==> config.mk <==
export PLATFORM = sky130hd
export DESIGN_NAME = demux_1x4_32b_reg
export DESIGN_NICKNAME = d
export VERILOG_FILES = /design/src/rtl/demux_1x4_32b_reg_pkg.sv /design/src/rtl/demux_1x4_32b_reg_slot.sv /design/src/rtl/demux_1x4_32b_reg.sv
export SDC_FILE = /design/constraint.sdc
export NUM_CORES = 1
export LEC_CHECK = 0
export ABC_CLOCK_PERIOD_IN_PS = 1600
export CORE_UTILIZATION = 47
export DETAILED_ROUTE_END_ITERATION = 6
export PLACE_DENSITY = 0.8
export SKIP_LAST_GASP = 1
export SYNTH_ARGS = -nofsm -noshare
export SYNTH_HDL_FRONTEND = slang
export SYNTH_SLANG_ARGS = --single-unit
export TNS_END_PERCENT = 1
==> constraint.sdc <==
create_clock -name clk -period 1.6 [get_ports clk]
set_input_delay 0.32 -clock clk [delete_from_list [all_inputs] [get_ports clk]]
set_output_delay 0.32 -clock clk [all_outputs]
set_load 0.01 [all_outputs]
==> src/rtl/demux_1x4_32b_reg_pkg.sv <==
// Shared definitions for the registered 1-to-4 demultiplexer: channel codes, defaults, select decode.
// Counter defaults exist only when DEMUX_CNT_EN is defined.
package demux_1x4_32b_reg_pkg;

    localparam int NUM_CH    = 4;
    localparam int DEF_WIDTH = 32;
`ifdef DEMUX_CNT_EN
    localparam int DEF_CNT_W = 8;
`endif

    typedef enum logic [1:0] {
        CH_A = 2'b00,
        CH_B = 2'b01,
        CH_C = 2'b10,
        CH_D = 2'b11
    } chSel_t;

    function automatic logic [NUM_CH-1:0] chOneHot(input logic [1:0] sel);
        logic [NUM_CH-1:0] oneHot;
        oneHot      = '0;
        oneHot[sel] = 1'b1;
        return oneHot;
    endfunction

endpackage

==> src/rtl/demux_1x4_32b_reg_slot.sv <==
// One-entry output register slice with its own valid/ready handshake.
// With DEMUX_CNT_EN defined it also counts drain handshakes (wrapping, clearable).
module demux_slot
    import demux_1x4_32b_reg_pkg::*;
#(
    parameter int WIDTH = DEF_WIDTH
`ifdef DEMUX_CNT_EN
    , parameter int CNT_W = DEF_CNT_W
`endif
) (
    input  logic             clk,
    input  logic             rst,
    input  logic             load,
    input  logic [WIDTH-1:0] data_in,
    input  logic             out_ready,
    output logic             out_valid,
    output logic [WIDTH-1:0] data_out
`ifdef DEMUX_CNT_EN
    ,
    input  logic             cnt_clr,
    output logic [CNT_W-1:0] cnt
`endif
);

    logic drain;
    assign drain = out_valid & out_ready;

    // NOTE: state registers use non-blocking assignments so every slot samples pre-edge values.
    always_ff @(posedge clk) begin
        if (rst) begin
            out_valid <= 1'b0;
            data_out  <= '0;
        end else if (load) begin
            // A load wins over a same-edge drain: the new word replaces the old one.
            out_valid <= 1'b1;
            data_out  <= data_in;
        end else if (drain) begin
            out_valid <= 1'b0;
        end
    end

`ifdef DEMUX_CNT_EN
    always_ff @(posedge clk) begin
        if (rst || cnt_clr) begin
            cnt <= '0;
        end else if (drain) begin
            cnt <= cnt + 1'b1;
        end
    end
`endif

endmodule

==> src/rtl/demux_1x4_32b_reg.sv <==
// Registered 1-to-4 demultiplexer: one valid/ready input routed into four one-entry output slots.
// Optional per-channel drain counters are enabled by defining DEMUX_CNT_EN.
module demux_1x4_32b_reg
    import demux_1x4_32b_reg_pkg::*;
#(
`ifdef DEMUX_CNT_EN
    parameter int CNT_W = DEF_CNT_W,
`endif
    parameter int WIDTH = DEF_WIDTH
) (
    input  logic              clk,
    input  logic              rst,
    input  logic              in_valid,
    output logic              in_ready,
    input  logic [1:0]        in_sel,
    input  logic [WIDTH-1:0]  in_data,
    output logic [NUM_CH-1:0] out_valid,
    input  logic [NUM_CH-1:0] out_ready,
    output logic [WIDTH-1:0]  out_a,
    output logic [WIDTH-1:0]  out_b,
    output logic [WIDTH-1:0]  out_c,
    output logic [WIDTH-1:0]  out_d
`ifdef DEMUX_CNT_EN
    ,
    input  logic              cnt_clr,
    output logic [CNT_W-1:0]  cnt_a,
    output logic [CNT_W-1:0]  cnt_b,
    output logic [CNT_W-1:0]  cnt_c,
    output logic [CNT_W-1:0]  cnt_d
`endif
);

    logic [NUM_CH-1:0] loadVec;
    logic [WIDTH-1:0]  slotData [NUM_CH];
`ifdef DEMUX_CNT_EN
    logic [CNT_W-1:0]  slotCnt  [NUM_CH];
`endif

    // Only the addressed slot can stall the producer.
    assign in_ready = ~rst & (~out_valid[in_sel] | out_ready[in_sel]);
    assign loadVec  = (in_valid & in_ready) ? chOneHot(in_sel) : '0;

    for (genvar g = 0; g < NUM_CH; g++) begin : gSlot
        demux_slot #(
            .WIDTH(WIDTH)
`ifdef DEMUX_CNT_EN
            , .CNT_W(CNT_W)
`endif
        ) uSlot (
            .clk      (clk),
            .rst      (rst),
            .load     (loadVec[g]),
            .data_in  (in_data),
            .out_ready(out_ready[g]),
            .out_valid(out_valid[g]),
            .data_out (slotData[g])
`ifdef DEMUX_CNT_EN
            ,
            .cnt_clr  (cnt_clr),
            .cnt      (slotCnt[g])
`endif
        );
    end

    assign out_a = slotData[CH_A];
    assign out_b = slotData[CH_B];
    assign out_c = slotData[CH_C];
    assign out_d = slotData[CH_D];

`ifdef DEMUX_CNT_EN
    assign cnt_a = slotCnt[CH_A];
    assign cnt_b = slotCnt[CH_B];
    assign cnt_c = slotCnt[CH_C];
    assign cnt_d = slotCnt[CH_D];
`endif

endmodule
======== After elaboration in Yosys (flattened, before gate mapping) ========
Cells that the tools add are included.
operators by class
  $lt $le $gt $ge ......................... 2
  mux-type cells .......................... 15
  bitwise operators ....................... 9
  reduce and logical (&&, ||, !) cells .... 5
operators with widths
  kind                  count
  $mux W1               11
  $reduce_bool A2 Y1    4
  $and A1 B1 Y1         6
  $bmux W1 S2           2
  $mux W4               1
  $lt A2 B3 Y1 const B  1
  $demux W1 S2          1
  $ge A2 B1 Y1 const B  1
  $not A1 Y1            2
  $logic_and A1 B1 Y1   1
  $or A1 B1 Y1          1
word-level totals
  flip-flop bits (word level) ............. 132
  input port bits ......................... 41
  output and inout port bits .............. 133
  word-level logic and storage cells ...... 39

======== Logic depth before layout (Yosys ltp) ========
  depth in word-level cells ............... 8
  depth in mapped cells ................... 6
  gate-level depth less buffers ........... 3

======== Modules after synthesis ========
Synthesis repeated with hierarchy kept, for this count alone.
unflattened totals
  cells, all modules ...................... 450
  area, all modules ....................... 4,931.0 sq um
by module, submodules not included
  module             times used  cells each  area each (sq um)  sequential area each (sq um)
  demux_slot         4           108         1,204.9            660.6
  demux_1x4_32b_reg  1           18          111.4              0.0

======== Least setup slack after synthesis ========
Ideal clock, no wire load.
  path type ............................... input -> output
  start ................................... input in_sel[0]
  end ..................................... output in_ready
  arrival time ............................ 1,169 ps
  required time ........................... 1,280 ps
  path slack .............................. 111 ps
  stages on the path ...................... 5
  buffers on the path ..................... 2
  path through ............................ buf_2 -> inv_2 -> buf_2 -> mux4_2 -> nor2_1
between the ends
  longest elaborated chain between the ends .. 5
  elaborated cells on any way between the ends .. 7
  classes of those cells .................. mux: 4; bitwise: 3
ends and longest elaborated chain
  item                           RTL line                 RTL
  start: declaration             demux_1x4_32b_reg.sv:15  input logic [1:0] in_sel,
  $bmux W1 S2                    demux_1x4_32b_reg.sv:40  assign in_ready = ~rst & (~out_valid[in_sel] | out_ready[in_sel]);
  $mux W1 (implied by the code)  demux_1x4_32b_reg.sv:40
  $not A1 Y1                     demux_1x4_32b_reg.sv:40
  $or A1 B1 Y1 (*)               demux_1x4_32b_reg.sv:40
  $and A1 B1 Y1 (*)              demux_1x4_32b_reg.sv:40
  end: declaration               demux_1x4_32b_reg.sv:14  output logic in_ready,
Mark *: on every way between the ends. The rest lies on a longest branch, timed or not. The select of a mux whose other input is x is not followed.

======== Final worst setup path ========
  start ................................... register gSlot[0].uSlot.out_valid
  end ..................................... output in_ready
between the ends
  longest elaborated chain between the ends .. 5
ends and longest elaborated chain
  item                           RTL line                      RTL
  start: declaration             demux_1x4_32b_reg_slot.sv:16  output logic out_valid,
  start signal: assignment       demux_1x4_32b_reg_slot.sv:31  out_valid <= 1'b0;
  start signal: assignment       demux_1x4_32b_reg_slot.sv:35  out_valid <= 1'b1;
  start signal: assignment       demux_1x4_32b_reg_slot.sv:38  out_valid <= 1'b0;
  $bmux W1 S2                    demux_1x4_32b_reg.sv:40
  $mux W1 (implied by the code)  demux_1x4_32b_reg.sv:40
  $not A1 Y1                     demux_1x4_32b_reg.sv:40
  $or A1 B1 Y1                   demux_1x4_32b_reg.sv:40
  $and A1 B1 Y1                  demux_1x4_32b_reg.sv:40
No other way between the ends. The select of a mux whose other input is x is not followed.

==> reports/metrics.yaml <==
setup_path:
  critPathArrivalTime_ps: 1590
  cp.required_ps: 1280
  critPathMaxFanout: 2
  end_kind: "output port"
  worstSetupPathType: "flip-flop to output port"
  r2r-start: "gSlot[2].uSlot.out_valid"
  crit_path_start: "gSlot[0].uSlot.out_valid"
  critPathLaunchType: "flip-flop"
drt:
  vias: 6282
  first_pass_iters: 7
  drt_iter0_drc: 697
  drtAntennaViolNets: 0
  vias_per_cell: 6.704
  routed_wirelength_um: 20610
  drc: 7
  wire_per_inst_um: 22.00
run_status:
  status: "finished with violations"
  violations: "DRC, setup timing"
yosys:
  yosysTopAreaCellShare_pct: 46.29
  yosys-top-cells-area: "dfxtp_1, nand4_1, o31ai_1"
  synth_cell_types: 25
  synth_area_per_cell_um2: 8.852
  ys_ff_latch: 132
  synth_warnings: 0
  synth_top_cell_by_area: "dfxtp_1"
  syn_inst: 645
  yosysSeqAreaShare_pct: 46.29
  netlist_area_um2: 5709
  synth_fp_nets: 686
finish:
  area_growth_pct: 44.53
  antenna_cells: 0
  fin_nets: 822
  layout-drive-gt1-share_pct: 12.22
power:
  pwr-share-comb_pct: 11.7
  ir_drop_uv: 536.5
  power.density_nw_per_um2: 977.1
  pwr-share-clk_pct: 45.6
  power.internal_mw: 6.035
  leakage_nw: 3.021
  power_frac_seq_pct: 42.7
  swShare_pct: 25.15
  switchingPower_mw: 2.028
floorplanning:
  die_x_um: 112.2
  core-area_um2: 11610
  start_util_pct: 49.16
  num_io_pins: 174
  fp.dieH_um: 112.2
  fp-row-count: 39
  die-area_um2: 12590
clocking:
  clk_pin_slew_ps: 60
  clk_latency_ps: 420
  holdBufCountCts: 0
  cts_tree: "done"
  cts-root-buf: "clkbuf_16"
  cts_buffer_depth: 2
  cts_buffers: 17
  clock_sinks: 132
  htree_num_levels: 4
sta:
  skew_ps: 8.968
  min_period_over_period_pct: 119.4
  timing_hold_violations_final: 0
  period_needed_ps: 1911
  slew_headroom_pct: 69.19
  setup-tns-final_ps: -4211
  worst_slew_pin_slew_ps: 456.4
  max_freq_mhz: 523.4
  finalSetupViolCount: 126
  drv_slew: 0
  rsz0062_at_grt: "yes"
  setup_slack_ps: -310.5
min_path:
  hold_path.startpoint: "gSlot[0].uSlot.data_out[26]"
  hold_path.class: "flip-flop to flip-flop"
grt:
  grt_pass1_wl_um: 31380
  grt_util_all_layers_pct: 31.65
  grt_pass1_vias: 5776
  antenna_found_initial: 0
  overflow: 0
  grt_max_degree: 108
placement:
  place_congestion: 0.9056
  hpwl_um: 12840
  port_buffers: 173
  post-place-ws_ps: -775.9
job:
  maxCapViolations: 0
## flip-flops by register name (all words and copies together) (netlist names)
register,count
gSlot.uSlot.out_valid,4
gSlot.uSlot.data_out,128
## cell usage after synthesis, drive strengths merged
cell type  instances
a21oi             68
and3b              1
buf               39
clkbuf            65
clkinv             1
dfxtp            132
inv                2
mux4               1
nand2             64
nand2b             4
nand3              4
nand3b             1
nand4            128
nor2               1
nor2b              4
nor3b              1
o311ai            64
o31ai             64
or3b               1
## metrics by stage
step | instances | util [%] | hold slack (ps) | cell area, µm² | total power, mW
after floorplan | 645 | - | 456.3 | 5709 | 3.910
after global placement | 900 | 65.52 | 450.3 | 7610 | 4.389
after detailed placement | 900 | 65.52 | 455.7 | 7610 | 4.412
after CTS | 933 | 70.38 | 447.7 | 8174 | 8.046
after global routing | 937 | 71.05 | 480.9 | 8252 | 8.294
final | 937 | 71.05 | 466.0 | 8252 | 8.063
## routing by layer
metal,GRT usage [%],share of wire [%]
met1,39.92,38
met2,50.39,48
met4,16.00,4.0
met5,0,0
met3,7.991,9.5
## worst paths after layout
check | endpoint | slack, ps | depth (start not counted)
max | in_ready | -310 | 4
min | gSlot[0].uSlot.data_out[26] | 470 | 2
max reg2reg | gSlot[2].uSlot.data_out[29] | 140 | 4
min reg2reg | gSlot[0].uSlot.data_out[26] | 470 | 2
## cells by family (layout without fill, tap and decap cells)
| logic type | count (synthesis) | count (layout) | synth area share [%] |
|---|---|---|---|
| AND/OR/NAND/NOR | 209 | 209 | 20.10 |
| AO/OA/AOI/OAI | 196 | 196 | 24.59 |
| flip-flops | 132 | 132 | 46.29 |
| buffers and inverters | 107 | 256 | 8.635 |
| multiplexers | 1 | 1 | 0.3944 |
## power groups by stage
stage,clock (mW),combinational [mW],sequential (mW)
after floorplan,0,0.367,3.54
after global placement,0,0.884,3.51
after detailed placement,0,0.904,3.51
after CTS,3.70,0.908,3.44
after global routing,3.86,0.987,3.45
final,3.67,0.947,3.44
## placed cells by master, fill, tap and decap left out, types with 2 or more instances in the layout
| master | Yosys | layout |
|---|---|---|
| clkdlybuf4s50_1 | 0 | 166 |
| dfxtp_1 | 132 | 131 |
| nand4_1 | 128 | 128 |
| a21oi_1 | 68 | 68 |
| o31ai_1 | 64 | 64 |
| nand2_1 | 64 | 64 |
| o311ai_0 | 36 | 36 |
| buf_4 | 5 | 35 |
| o311ai_1 | 25 | 24 |
| clkbuf_16 | 0 | 18 |
| buf_12 | 0 | 11 |
| clkinv_2 | 0 | 5 |
| nand2b_1 | 4 | 4 |
| nand3_1 | 4 | 4 |
| nor2b_2 | 0 | 3 |
| o311ai_2 | 3 | 3 |
| clkbuf_1 | 65 | 3 |
| clkbuf_8 | 0 | 3 |
| dlygate4sd2_1 | 0 | 3 |
| inv_2 | 1 | 2 |
| clkinvlp_4 | 0 | 2 |
| buf_6 | 7 | 2 |
| buf_2 | 16 | 2 |
## critical path: stages (launching register included)
cell and delay [ps]:
dfxtp_2 330, nor2b_4 130, mux4_2 480, nor2_2 100
buf_2 140
## area by class of cell
class / count / area, µm²
clock buffer: 23 / 478.0
clock inverter: 9 / 78.83
fill: 896 / 3362
inverter: 3 / 13.76
multi-input combinational: 406 / 2618
sequential: 132 / 2644
tap: 143 / 178.9
timing repair buffer: 221 / 2241
## timing repair
action	4_1_cts	5_1_grt
buffers inserted	1	1
cloned	0	3
endpoints found under the setup margin	194	207
resized for setup	11	4
pin swaps	1	2
Note: power is estimated with default switching activity, not from simulation.
